`src/rtl/mem_arb_pkg.sv`:
```
// Shared types and constants for the memory-address arbiter.
package mem_arb_pkg;

   typedef enum logic [1:0] {
      StIdle,
      StBusy,
      StDone
   } arb_state_e;

   localparam int unsigned MODE_FIXED = 0;
   localparam int unsigned MODE_RR    = 1;
   localparam int unsigned CNT_W      = 4;

endpackage

```
`src/rtl/rr_pick.sv`:
```
// Combinational winner select: fixed priority (lowest index) or round-robin
// scanning upward from rr_ptr_i + 1 with wrap.
module rr_pick
   import mem_arb_pkg::*;
#(
   parameter int unsigned NUM_CH = 2,
   parameter int unsigned IDX_W  = 1
) (
   input  logic [NUM_CH-1:0] req_i,
   input  logic [IDX_W-1:0]  rr_ptr_i,
   input  logic              mode_i,
   output logic [NUM_CH-1:0] gnt_o,
   output logic [IDX_W-1:0]  idx_o,
   output logic              valid_o
);

   // Scan candidates in priority order and take the first requester.
   always_comb begin
      int unsigned cand;
      logic        found;
      cand    = 0;
      found   = 1'b0;
      gnt_o   = '0;
      idx_o   = '0;
      for (int unsigned i = 0; i < NUM_CH; i++) begin
         if (mode_i) begin
            // rr_ptr never exceeds NUM_CH-1, so one subtraction wraps it.
            cand = 32'(rr_ptr_i) + i + 1;
            if (cand >= NUM_CH) begin
               cand = cand - NUM_CH;
            end
         end else begin
            cand = i;
         end
         if (!found && req_i[cand[IDX_W-1:0]]) begin
            found = 1'b1;
            idx_o = cand[IDX_W-1:0];
            gnt_o = '0;
            gnt_o[cand[IDX_W-1:0]] = 1'b1;
         end
      end
      valid_o = found;
   end

endmodule

```
`src/rtl/mem_addr_arbiter.sv`:
```
// Single-port RAM address arbiter: grants one channel at a time, holds its
// address for the whole access, pulses done, and parks on the fetch address.
module mem_addr_arbiter
   import mem_arb_pkg::*;
#(
   parameter int unsigned ADDR_W     = 16,
   parameter int unsigned NUM_CH     = 2,
   parameter int unsigned ACCESS_LAT = 1,
   parameter int unsigned MODE       = 0
) (
   input  logic                     clk,
   input  logic                     rst,
   input  logic [NUM_CH-1:0]        req,
   input  logic [NUM_CH*ADDR_W-1:0] addr_in,
   input  logic [NUM_CH-1:0]        we_in,
   output logic [NUM_CH-1:0]        grant,
   output logic [NUM_CH-1:0]        done,
   output logic [ADDR_W-1:0]        addressOut,
   output logic                     we_out,
   output logic                     busy
);

   localparam int unsigned IDX_W = $clog2(NUM_CH);
   localparam logic [CNT_W-1:0] CntLoad = CNT_W'(ACCESS_LAT - 1);
   localparam logic [IDX_W-1:0] PtrInit = IDX_W'(NUM_CH - 1);

   arb_state_e        state_q, state_d;
   logic [NUM_CH-1:0] grant_q, grant_d;
   logic [NUM_CH-1:0] done_q, done_d;
   logic [ADDR_W-1:0] addr_q, addr_d;
   logic              we_q, we_d;
   logic              busy_q, busy_d;
   logic [CNT_W-1:0]  cnt_q, cnt_d;
   logic [IDX_W-1:0]  rr_ptr_q, rr_ptr_d;
   logic [IDX_W-1:0]  win_q, win_d;

   logic [NUM_CH-1:0] pick_gnt;
   logic [IDX_W-1:0]  pick_idx;
   logic              pick_valid;
   logic [ADDR_W-1:0] sel_addr;
   logic              sel_we;

   rr_pick #(
      .NUM_CH (NUM_CH),
      .IDX_W  (IDX_W)
   ) u_pick (
      .req_i    (req),
      .rr_ptr_i (rr_ptr_q),
      .mode_i   (MODE == MODE_RR),
      .gnt_o    (pick_gnt),
      .idx_o    (pick_idx),
      .valid_o  (pick_valid)
   );

   // Mux the winning channel's address and write enable.
   always_comb begin
      sel_addr = addr_in[ADDR_W-1:0];
      sel_we   = 1'b0;
      for (int unsigned i = 0; i < NUM_CH; i++) begin
         if (pick_gnt[i]) begin
            sel_addr = addr_in[i*ADDR_W +: ADDR_W];
            sel_we   = we_in[i];
         end
      end
   end

   // Next-state and output-register logic for the IDLE/BUSY/DONE sequence.
   always_comb begin
      state_d  = state_q;
      grant_d  = grant_q;
      done_d   = '0;
      addr_d   = addr_q;
      we_d     = we_q;
      busy_d   = busy_q;
      cnt_d    = cnt_q;
      rr_ptr_d = rr_ptr_q;
      win_d    = win_q;
      unique case (state_q)
         StIdle: begin
            if (pick_valid) begin
               addr_d  = sel_addr;
               we_d    = sel_we;
               grant_d = pick_gnt;
               win_d   = pick_idx;
               cnt_d   = CntLoad;
               busy_d  = 1'b1;
               state_d = StBusy;
            end else begin
               // Park on the fetch address while nobody asks.
               addr_d  = addr_in[ADDR_W-1:0];
               we_d    = 1'b0;
               grant_d = '0;
               busy_d  = 1'b0;
            end
         end
         StBusy: begin
            if (cnt_q != '0) begin
               cnt_d = cnt_q - CNT_W'(1);
            end else begin
               done_d  = grant_q;
               grant_d = '0;
               busy_d  = 1'b0;
               state_d = StDone;
            end
         end
         StDone: begin
            // Bubble cycle so the finished requester can drop req.
            if (MODE == MODE_RR) begin
               rr_ptr_d = win_q;
            end
            state_d = StIdle;
         end
         default: state_d = StIdle;
      endcase
   end

   // State and output registers, synchronous reset.
   always_ff @(negedge clk) begin
      if (rst) begin
         state_q  <= StIdle;
         grant_q  <= '0;
         done_q   <= '0;
         addr_q   <= '0;
         we_q     <= 1'b0;
         busy_q   <= 1'b0;
         cnt_q    <= '0;
         rr_ptr_q <= PtrInit;
         win_q    <= '0;
      end else begin
         state_q  <= state_d;
         grant_q  <= grant_d;
         done_q   <= done_d;
         addr_q   <= addr_d;
         we_q     <= we_d;
         busy_q   <= busy_d;
         cnt_q    <= cnt_d;
         rr_ptr_q <= rr_ptr_d;
         win_q    <= win_d;
      end
   end

   assign grant      = grant_q;
   assign done       = done_q;
   assign addressOut = addr_q;
   assign we_out     = we_q;
   assign busy       = busy_q;

endmodule

```
`config.mk`:
```
export PLATFORM = sky130hd
export DESIGN_NAME = mem_addr_arbiter
export DESIGN_NICKNAME = d
export VERILOG_FILES = /design/src/rtl/mem_arb_pkg.sv /design/src/rtl/rr_pick.sv /design/src/rtl/mem_addr_arbiter.sv
export SDC_FILE = /design/constraint.sdc
export NUM_CORES = 1
export LEC_CHECK = 0
export ABC_AREA = 0
export CORE_UTILIZATION = 39
export CTS_CLUSTER_SIZE = 28
export DETAILED_ROUTE_END_ITERATION = 16
export HOLD_SLACK_MARGIN = 0.03
export PLACE_DENSITY = 0.78
export SETUP_SLACK_MARGIN = 0.05
export SYNTH_ARGS = -nofsm -noshare
export SYNTH_HDL_FRONTEND = slang
export SYNTH_SLANG_ARGS = --single-unit
```
`constraint.sdc`:
```
create_clock -name clk -period 1.9 [get_ports clk]
set_clock_uncertainty 0.2 [all_clocks]
set_input_delay 0.285 -clock clk [delete_from_list [all_inputs] [get_ports clk]]
set_output_delay 0.285 -clock clk [all_outputs]
set_load 0.01 [all_outputs]
```
==> results by group, run 1 <==
Run status
  • Status: complete, but fails checks
  • Failing checks: DRC, setup timing

Global routing
  • Global route total overflow: 0
  • First-pass GRT wire length: 6.63 mm
  • Vias in the first global route: 1525
  • Largest net degree at the start of global routing: 36
  • Antenna violations before repair: 0
  • Tot GR Track Use: 0.260

Setup path
  • CP endpoint kind: output pin
  • Kind of critical path: flip-flop to output pin
  • Required time of the critical path: 1.41 ns
  • Crit path max fanout: 2
  • Crit path buf inv count: 1
  • Data arrival time of the critical path: 1.83 ns
  • Worst path cell trace: buf_6
  • Slowest-stage cell, CP: dfxtp_2
  • Slowest stage delay, CP: 0.35 ns
  • Top delay family on crit path: flip-flops
  • Worst setup SP type: flip-flop

Place
  • Final GP Congestion: 0.791
  • Placed Instance Area: 1910 um^2
  • Dpl hpwl: 2.25 mm
  • Placed cells: 221
  • Port Buffer Count: 59
  • Place WS: -0.845 ns

Die
  • Die ar.: 3350 um^2
  • Row count: 19
  • CORE AREA: 2850 um^2
  • I/O pin count: 60
  • Initial core utilization: 0.426
  • Die H: 57.8 um
  • Die Span X: 57.8 um

Yosys
  • Seq/Total Area, Yosys: 0.461
  • Mapped Area: 1220 um^2
  • Synth top area share: 0.461
  • Cell taking the most area after synthesis: dfxtp_1
  • Cells after Synth: 129
  • Mux cell area share after synthesis: 0.132
  • Complex-gate fraction of the synthesized area: 0.223
  • Synth Register Bits: 28
  • Synth warn: 0
  • Ranking of synthesized cells by area: dfxtp_1 (46%), mux2i_1 (13%), a21oi_1 (9.1%)
  • Main combinational cell family by area after synthesis: compound AO/OA/AOI/OAI gates
  • Synth Area in XOR/XNOR: 0
  • Post-Synth Simple-Gate Area: 0.120
  • Mean Syn Cell Area: 9.43 um^2
  • Number of library cell types mapped by synthesis: 30
  • Post-Synth Adder-Cell Area: 0.0103
  • Syn_nets: 168

Finish
  • ANT cells: 0
  • Commonest non-fill, non-tap cells in the layout: clkdlybuf4s50_1 (32), inv_1 (31), buf_6 (23)
  • # nets final: 272
  • Layout cell share with drive strength beyond 1: 0.384
  • Final non-filler cell total: 263
  • Area growth syn-to-layout: 89.7%
  • Final instance area: 2310 um^2
  • Most common cell after layout, fill and taps aside: clkdlybuf4s50_1

CTS
  • Num Clock Sinks: 28
  • CTS tree: done
  • CTS root buf: clkbuf_4
  • Later-pin clock latency in the skew report: 0.42 ns
  • Number of CTS-inserted buffers: 3
  • Clock-pin slew on the worst setup and hold paths: 0.08 ns
  • CTS max path bufs: 2
  • H-tree Lvls: 1

Timing
  • Hold WS: 0.321 ns
  • Setup violations, final: 31
  • Fin. Hold Viols: 0
  • Slew Limit Headroom: 0.740
  • Measured slew at the worst slew-check pin: 0.389 ns
  • Final TNS setup: -8.78 ns
  • Worst Slack Setup Final: -0.418 ns
  • Slew Limit Fails: 0
  • RSZ-0062 raised after global routing: true

Drt
  • DR WL/cell: 16.6 um
  • # DRC: 3
  • DR vias/cell: 5.45
  • Total wire length: 4.35 mm
  • Detail Route Antenna Nets: 0
  • Iteration count of the initial detailed-routing pass: 10
  • Via count: 1434
  • Initial DRC count: 51

Power and ir drop
  • PwrDens: 807 nW/um^2
  • LEAKAGE: 1.05 nW
  • Max VDD drop: 0.461 mV

Min path
  • Hold Crit Class: flip-flop to flip-flop

Job
  • Max cap viols: 0
-- cells by family (layout without fill, tap and decap cells) --
| kind of cell | Yosys count | count (layout) |
|---|---|---|
| compound gates | 49 | 49 |
| flops | 28 | 28 |
| fa+ha+maj | 1 | 1 |
| buf+inv | 13 | 116 |
| mux | 16 | 16 |
| simple gates | 22 | 22 |
-- flip-flops by register name (all words and copies together) (netlist names) --
signal and count:
we_out 1, addressOut 16, busy 1, cnt_q 4, done 2, grant 2, state_q 2
-- per-stage QoR --
stage           util  power, mW
2_1_floorplan      -       1.03
3_3_place_gp   0.669       1.27
3_5_place_dp   0.669       1.29
4_1_cts        0.786       1.80
5_1_grt        0.809       1.97
6_report       0.809       1.86
-- report_power, final --
group | total, mW | switching (mW) | internal [mW] | leakage (nW)
Clock | 0.549 | 0.390 | 0.159 | 0.167
Sequential | 0.737 | 0.0629 | 0.674 | 0.238
Combinational | 0.576 | 0.257 | 0.320 | 0.643
-- worst reg2reg max path: stages, from the launching register on --
cell,delay [ns]
dfxtp_2,0.33
inv_1,0.09
ha_2,0.21
or3b_1,0.49
nor3_4,0.22
and2_1,0.14
-- synth_stat cells, drive strengths merged --
cell / count
nand2b: 1
or4: 1
and2: 2
nor3: 1
nand3: 4
nor2: 3
a31oi: 1
o221ai: 2
mux2i: 16
nand2: 2
nand3b: 1
nor2b: 2
o21ai: 19
a41o: 1
or3b: 1
ha: 1
or3: 1
clkbuf: 4
a22oi: 2
a21oi: 22
nor4: 1
a221oi: 2
inv: 5
buf: 4
dfxtp: 28
or2: 1
nor3b: 1
-- metal layers --
metal,vias up,part of all wire,GRT usage
met1,677,0.39,0.303
met2,74,0.52,0.448
met5,-,0,0
met4,0,0.013,0.133
li1,676,-,-
met3,7,0.071,0.0558
-- final timing paths --
check                                    from       endpoint  slack [ns]  cells past startpoint
worst min-delay path                 cnt_q[1]       cnt_q[1]        0.32                      1
worst min register to register       cnt_q[1]       cnt_q[1]        0.32                      1
worst max-delay path            addressOut[4]  addressOut[4]       -0.42                      1
worst max register to register       cnt_q[0]        done[1]        0.15                      5
-- what timing repair did --
item	in CTS	in global routing
pin swaps	8	7
buffers inserted	5	2
hold endpoints to repair	0	0
resized for setup	149	16
cloned	5	0
setup endpoints to repair	50	43
hold buffers	0	0
-- layout make-up --
type                       count  area (um^2)
sequential                    28          588
clock inverter                29          111
tap                           31         38.8
multi-input combinational     88          673
fill                         171          546
clock buffer                   3         22.5
timing repair inverter         2         12.5
timing repair buffer          78          843
inverter                       4         17.5
No activity file was read; power rests on OpenSTA's default activity.
==> inputs of run 2 (changes only) <==
--- a/config.mk
+++ b/config.mk
@@ -11,7 +11,7 @@
 export DETAILED_ROUTE_END_ITERATION = 16
 export HOLD_SLACK_MARGIN = 0.03
 export PLACE_DENSITY = 0.78
-export SETUP_SLACK_MARGIN = 0.05
+export SETUP_SLACK_MARGIN = 0.5
 export SYNTH_ARGS = -nofsm -noshare
 export SYNTH_HDL_FRONTEND = slang
 export SYNTH_SLANG_ARGS = --single-unit
==> run 2 against run 1 <==
Net effect: the run still ends with DRC, setup timing left; register-to-register slack improved by 0.03 ns; die area did not move; worst setup slack improved by 0.0091 ns; first-iteration DRC count rose by 49%; critical path type unchanged; critical endpoint is now addressOut[15]; largest power group unchanged.
==> results by group, run 2 (synthesis results as in run 1) <==
Global routing
  • Largest net degree at the start of global routing: 35
  • First-pass GRT wire length: 6.87 mm
  • Antenna violations before repair: 0
  • Vias in the first global route: 1570
  • Tot GR Track Use: 0.266
  • Global route total overflow: 0

Run status
  • Status: complete, but fails checks
  • Failing checks: DRC, setup timing

Timing
  • Slew Limit Fails: 0
  • Fin. Hold Viols: 0
  • Slew Limit Headroom: 0.779
  • Measured slew at the worst slew-check pin: 0.332 ns
  • Worst Slack Setup Final: -0.409 ns
  • Hold WS: 0.339 ns
  • Setup violations, final: 36
  • RSZ-0062 raised after global routing: true

Power and ir drop
  • Internal: 1.17 mW
  • PwrDens: 777 nW/um^2
  • Clock Power Share: 0.284
  • Sw Ratio: 0.377
  • Max VDD drop: 0.471 mV
  • Net Switching: 0.711 mW
  • LEAKAGE: 1.07 nW
  • Register share of total power: 0.393
  • Combinational power share: 0.324

Setup path
  • Slowest stage delay, CP: 0.35 ns
  • Worst setup SP type: flip-flop
  • Worst r2r dst: cnt_q[3]
  • Required time of the critical path: 1.41 ns
  • Flop2flop setup slack: 0.18 ns
  • Kind of critical path: flip-flop to output pin
  • Crit path max fanout: 2
  • Worst path cell trace: buf_6
  • CP endpoint kind: output pin
  • Data arrival time of the critical path: 1.82 ns
  • Reg-to-reg startpoint: cnt_q[0]
  • Cells on worst reg2reg path: 3
  • Crit path buf inv count: 1
  • Slowest-stage cell, CP: dfxtp_2
  • Top delay family on crit path: flip-flops

Drt
  • Iteration count of the initial detailed-routing pass: 10
  • DR WL/cell: 16.9 um
  • Via count: 1440
  • Detail Route Antenna Nets: 0
  • Initial DRC count: 76
  • # DRC: 1
  • DR vias/cell: 5.39
  • Total wire length: 4.51 mm

Place
  • Dpl hpwl: 2.29 mm
  • Place WS: -0.846 ns
  • Placed Instance Area: 1930 um^2
  • Port Buffer Count: 59
  • Final GP Congestion: 0.780

Finish
  • Largest register FFs: 16
  • # nets final: 276
  • Area growth syn-to-layout: 99.3%
  • Most common cell after layout, fill and taps aside: clkdlybuf4s50_1
  • Final instance area: 2420 um^2
  • Commonest non-fill, non-tap cells in the layout: clkdlybuf4s50_1 (32), buf_6 (30), inv_1 (29)
  • ANT cells: 0
  • Layout cell share with drive strength beyond 1: 0.453

CTS
  • Later-pin clock latency in the skew report: 0.42 ns
  • CTS root buf: clkbuf_4
  • Clock-pin slew on the worst setup and hold paths: 0.06 ns
  • CTS tree: done
  • CTS max path bufs: 2
  • H-tree Lvls: 1
  • Number of CTS-inserted buffers: 3
  • Num Clock Sinks: 28
  • CTS Hold Bufs: 0

Job
  • Max cap viols: 0

Die
  • Row count: 19
  • Die H: 57.8 um
  • Die ar.: 3350 um^2
  • Die Span X: 57.8 um
  • Initial core utilization: 0.426
  • CORE AREA: 2850 um^2
  • I/O pin count: 60

Min path
  • Hold worst-path end: addressOut[7]
  • Hold Crit Class: flip-flop to flip-flop
  • Hold Path Stages: 2
  • Hold Crit Start: addressOut[7]
run 2: cell types whose count changed in the layout (fill, tap and decap cells not counted), moves of 3 or more:
cell and change:
buf_6 +7, a21oi_2 +3, a21oi_1 -3, buf_2 -3
run 2: power groups by stage:
stage	Sequential [mW]	Combinational, mW	Clock, mW
after floorplan	0.749	0.203	0.0933
after global placement	0.723	0.468	0.0933
after detailed placement	0.723	0.483	0.0933
after CTS	0.734	0.557	0.528
after global routing	0.747	0.649	0.635
final	0.740	0.610	0.534
run 2: worst max-delay path by stage:
stage / startpoint / to / cells past startpoint / slack (ns)
2_1_floorplan: req[1] / addressOut[0] / 5 / -0.35
3_3_place_gp: req[1] / addressOut[5] / 5 / -0.79
3_5_place_dp: req[1] / addressOut[4] / 5 / -0.85
4_1_cts: addressOut[3] / addressOut[3] / 1 / -0.40
5_1_grt: addressOut[3] / addressOut[3] / 1 / -0.44
6_report: addressOut[15] / addressOut[15] / 1 / -0.41
run 2: worst register-to-register path, delay by kind of cell, from the launching register on:
| family | cells | cell delay, ns |
|---|---|---|
| compound gates | 1 | 0.16 |
| flops | 1 | 0.34 |
| simple gates | 2 | 0.97 |
run 2: layout make-up:
cell class | count | area (um^2)
repair buffers | 82 | 916
multi-input cells | 88 | 712
flip-flops and latches | 28 | 591
fillers | 143 | 429
clock inverters | 29 | 111
well taps | 31 | 38.8
clock buffers | 3 | 22.5
inverters | 4 | 17.5
repair inverters | 2 | 15.0
run 2: timing repair:
item,4_1_cts,5_1_grt
hold endpoints to repair,0,0
setup buffers,3,8
gates cloned,5,0
pin swaps,11,18
resized for setup,161,20
setup endpoints to repair,50,50
run 2: routing by layer:
metal | vias up | wire length, um | part of all wire | track usage
met5 | - | 0 | 0 | 0
met2 | 70 | 2360 | 0.52 | 0.466
met1 | 677 | 1780 | 0.39 | 0.304
met4 | 0 | 93 | 0.021 | 0.102
met3 | 9 | 278 | 0.062 | 0.0781
li1 | 684 | - | - | -
run 2: per-stage QoR:
stage	util	TNS [ns]	cells	power, mW
6_report	0.850	-9.20	267	1.88
5_1_grt	0.850	-10.19	267	2.03
4_1_cts	0.808	-9.41	259	1.82
3_5_place_dp	0.677	-28.23	220	1.30
3_3_place_gp	0.677	-27.24	220	1.28
2_1_floorplan	-	-5.10	129	1.05
==> inputs of run 3 (changes only) <==
--- a/config.mk
+++ b/config.mk
@@ -10,6 +10,7 @@
 export CTS_CLUSTER_SIZE = 28
 export DETAILED_ROUTE_END_ITERATION = 16
 export HOLD_SLACK_MARGIN = 0.03
+export MAX_ROUTING_LAYER = met4
 export PLACE_DENSITY = 0.78
 export SETUP_SLACK_MARGIN = 0.5
 export SYNTH_ARGS = -nofsm -noshare
==> run 3 against run 2 <==
Net effect: the flow still finishes with violations (DRC, setup timing); via count rose by 0.90%; routed wire length is 0.40% higher; combinational power is essentially flat; sequential cell count unchanged; sequential share of layout area unchanged; utilization stayed put; non-clock buffer count stayed put; design area unchanged; critical path depth is the same; clock power hardly changed; first-iteration DRC count is 6.6% lower; critical endpoint unchanged; largest power group unchanged.
==> results by group, run 3 (synthesis results as in run 1) <==
Finish
  • Layout cell share with drive strength beyond 1: 0.453
  • Seq. cell area: 591 um^2
  • Commonest non-fill, non-tap cells in the layout: clkdlybuf4s50_1 (32), buf_6 (30), inv_1 (29)
  • ANT cells: 0
  • Area growth syn-to-layout: 99.3%
  • Final-layout fill cell count: 143
  • # nets final: 276
  • Final core occ: 0.850
  • Most common cell after layout, fill and taps aside: clkdlybuf4s50_1
  • Final instance area: 2420 um^2
  • Area of the multi-input gates: 712 um^2
  • Largest register FFs: 16

Timing
  • Setup violations, final: 36
  • Slew Limit Fails: 0
  • Worst Slack Setup Final: -0.404 ns
  • Measured slew at the worst slew-check pin: 0.331 ns
  • Hold WS: 0.340 ns
  • RSZ-0062 raised after global routing: true
  • Fin. Hold Viols: 0
  • Final TNS setup: -9.24 ns
  • Slew Limit Headroom: 0.777

Place
  • Port Buffer Count: 59
  • Final GP Congestion: 0.791
  • Placed Instance Area: 1930 um^2
  • Place WS: -0.846 ns
  • Dpl hpwl: 2.29 mm

Die
  • Initial core utilization: 0.426
  • Row count: 19
  • I/O pin count: 60
  • CORE AREA: 2850 um^2
  • Die H: 57.8 um
  • Die ar.: 3350 um^2
  • Die Span X: 57.8 um

Setup path
  • Crit path buf inv count: 1
  • Slowest stage delay, CP: 0.35 ns
  • Worst path cell trace: buf_6
  • Flop2flop setup slack: 0.17 ns
  • Worst setup SP type: flip-flop
  • Slowest-stage cell, CP: dfxtp_2
  • Kind of critical path: flip-flop to output pin
  • CP endpoint kind: output pin
  • Crit path max fanout: 2
  • Required time of the critical path: 1.41 ns
  • Data arrival time of the critical path: 1.82 ns
  • Top delay family on crit path: flip-flops

Min path
  • Hold Crit Class: flip-flop to flip-flop

CTS
  • CTS tree: done
  • CTS max path bufs: 2
  • Num Clock Sinks: 28
  • Clock-pin slew on the worst setup and hold paths: 0.06 ns
  • Later-pin clock latency in the skew report: 0.42 ns
  • Number of CTS-inserted buffers: 3
  • CTS root buf: clkbuf_4
  • H-tree Lvls: 1

Global routing
  • Vias in the first global route: 1573
  • Tot GR Track Use: 0.274
  • Antenna violations before repair: 0
  • Largest net degree at the start of global routing: 35
  • Global route total overflow: 0
  • First-pass GRT wire length: 6.87 mm

Drt
  • Via count: 1453
  • Iteration count of the initial detailed-routing pass: 10
  • Met2 Wirelength: 2.34 mm
  • # DRC: 1
  • Initial DRC count: 71
  • Post-route met1 wirelength: 1.83 mm
  • DR WL/cell: 17.0 um
  • Detail Route Antenna Nets: 0
  • Total wire length: 4.53 mm
  • DR WL met3: 252 um
  • Highest Signal Layer: met4
  • DR vias/cell: 5.44

Power and ir drop
  • LEAKAGE: 1.07 nW
  • PwrDens: 779 nW/um^2
  • Max VDD drop: 0.471 mV

Run status
  • Status: complete, but fails checks
  • Failing checks: DRC, setup timing

Job
  • Max cap viols: 0
==> run 3: cell counts in the layout (fill, tap and decap cells not counted) <==
Identical to the previous run, type by type.
==> run 3: per-layer routing <==
metal  track usage  up-vias
li1              -      689
met1         0.318      676
met4        0.0986        0
met5             -        -
met3        0.0580       11
met2         0.466       77
==> run 3: cell type report <==
| cell class | instances | area share |
|---|---|---|
| Tap cell | 31 | 0.0160 |
| Timing Repair Buffer | 82 | 0.378 |
| Multi-Input combinational cell | 88 | 0.294 |
| Clock buffer | 3 | 0.00929 |
| Timing Repair inverter | 2 | 0.00620 |
| Clock inverter | 29 | 0.0459 |
| Inverter | 4 | 0.00723 |
| Sequential cell | 28 | 0.244 |
==> run 3: path summary, 6_finish.rpt <==
path / start / end / depth (start not counted)
hold reg to reg: addressOut[7] / addressOut[7] / 2
hold / removal: addressOut[7] / addressOut[7] / 2
setup / recovery: addressOut[15] / addressOut[15] / 1
setup reg to reg: cnt_q[0] / cnt_q[3] / 3
==> run 3: repair_timing <==
action                     4_1_cts  5_1_grt
pin swaps                       11       18
buffers inserted                 3        8
resized for setup              161       20
gates cloned                     5        0
setup endpoints to repair       50       50
hold buffers                     0        0
==> run 3: where the power goes <==
| part | switching [mW] | internal [mW] | total (mW) |
|---|---|---|---|
| combinational | 0.271 | 0.340 | 0.611 |
| clock | 0.377 | 0.159 | 0.536 |
| sequential | 0.0658 | 0.674 | 0.740 |
| total | 0.714 | 1.17 | 1.89 |
==> run 3: through the flow <==
step | instances | power [mW]
2_1_floorplan | 129 | 1.05
3_3_place_gp | 220 | 1.28
3_5_place_dp | 220 | 1.30
4_1_cts | 259 | 1.82
5_1_grt | 267 | 2.03
6_report | 267 | 1.89
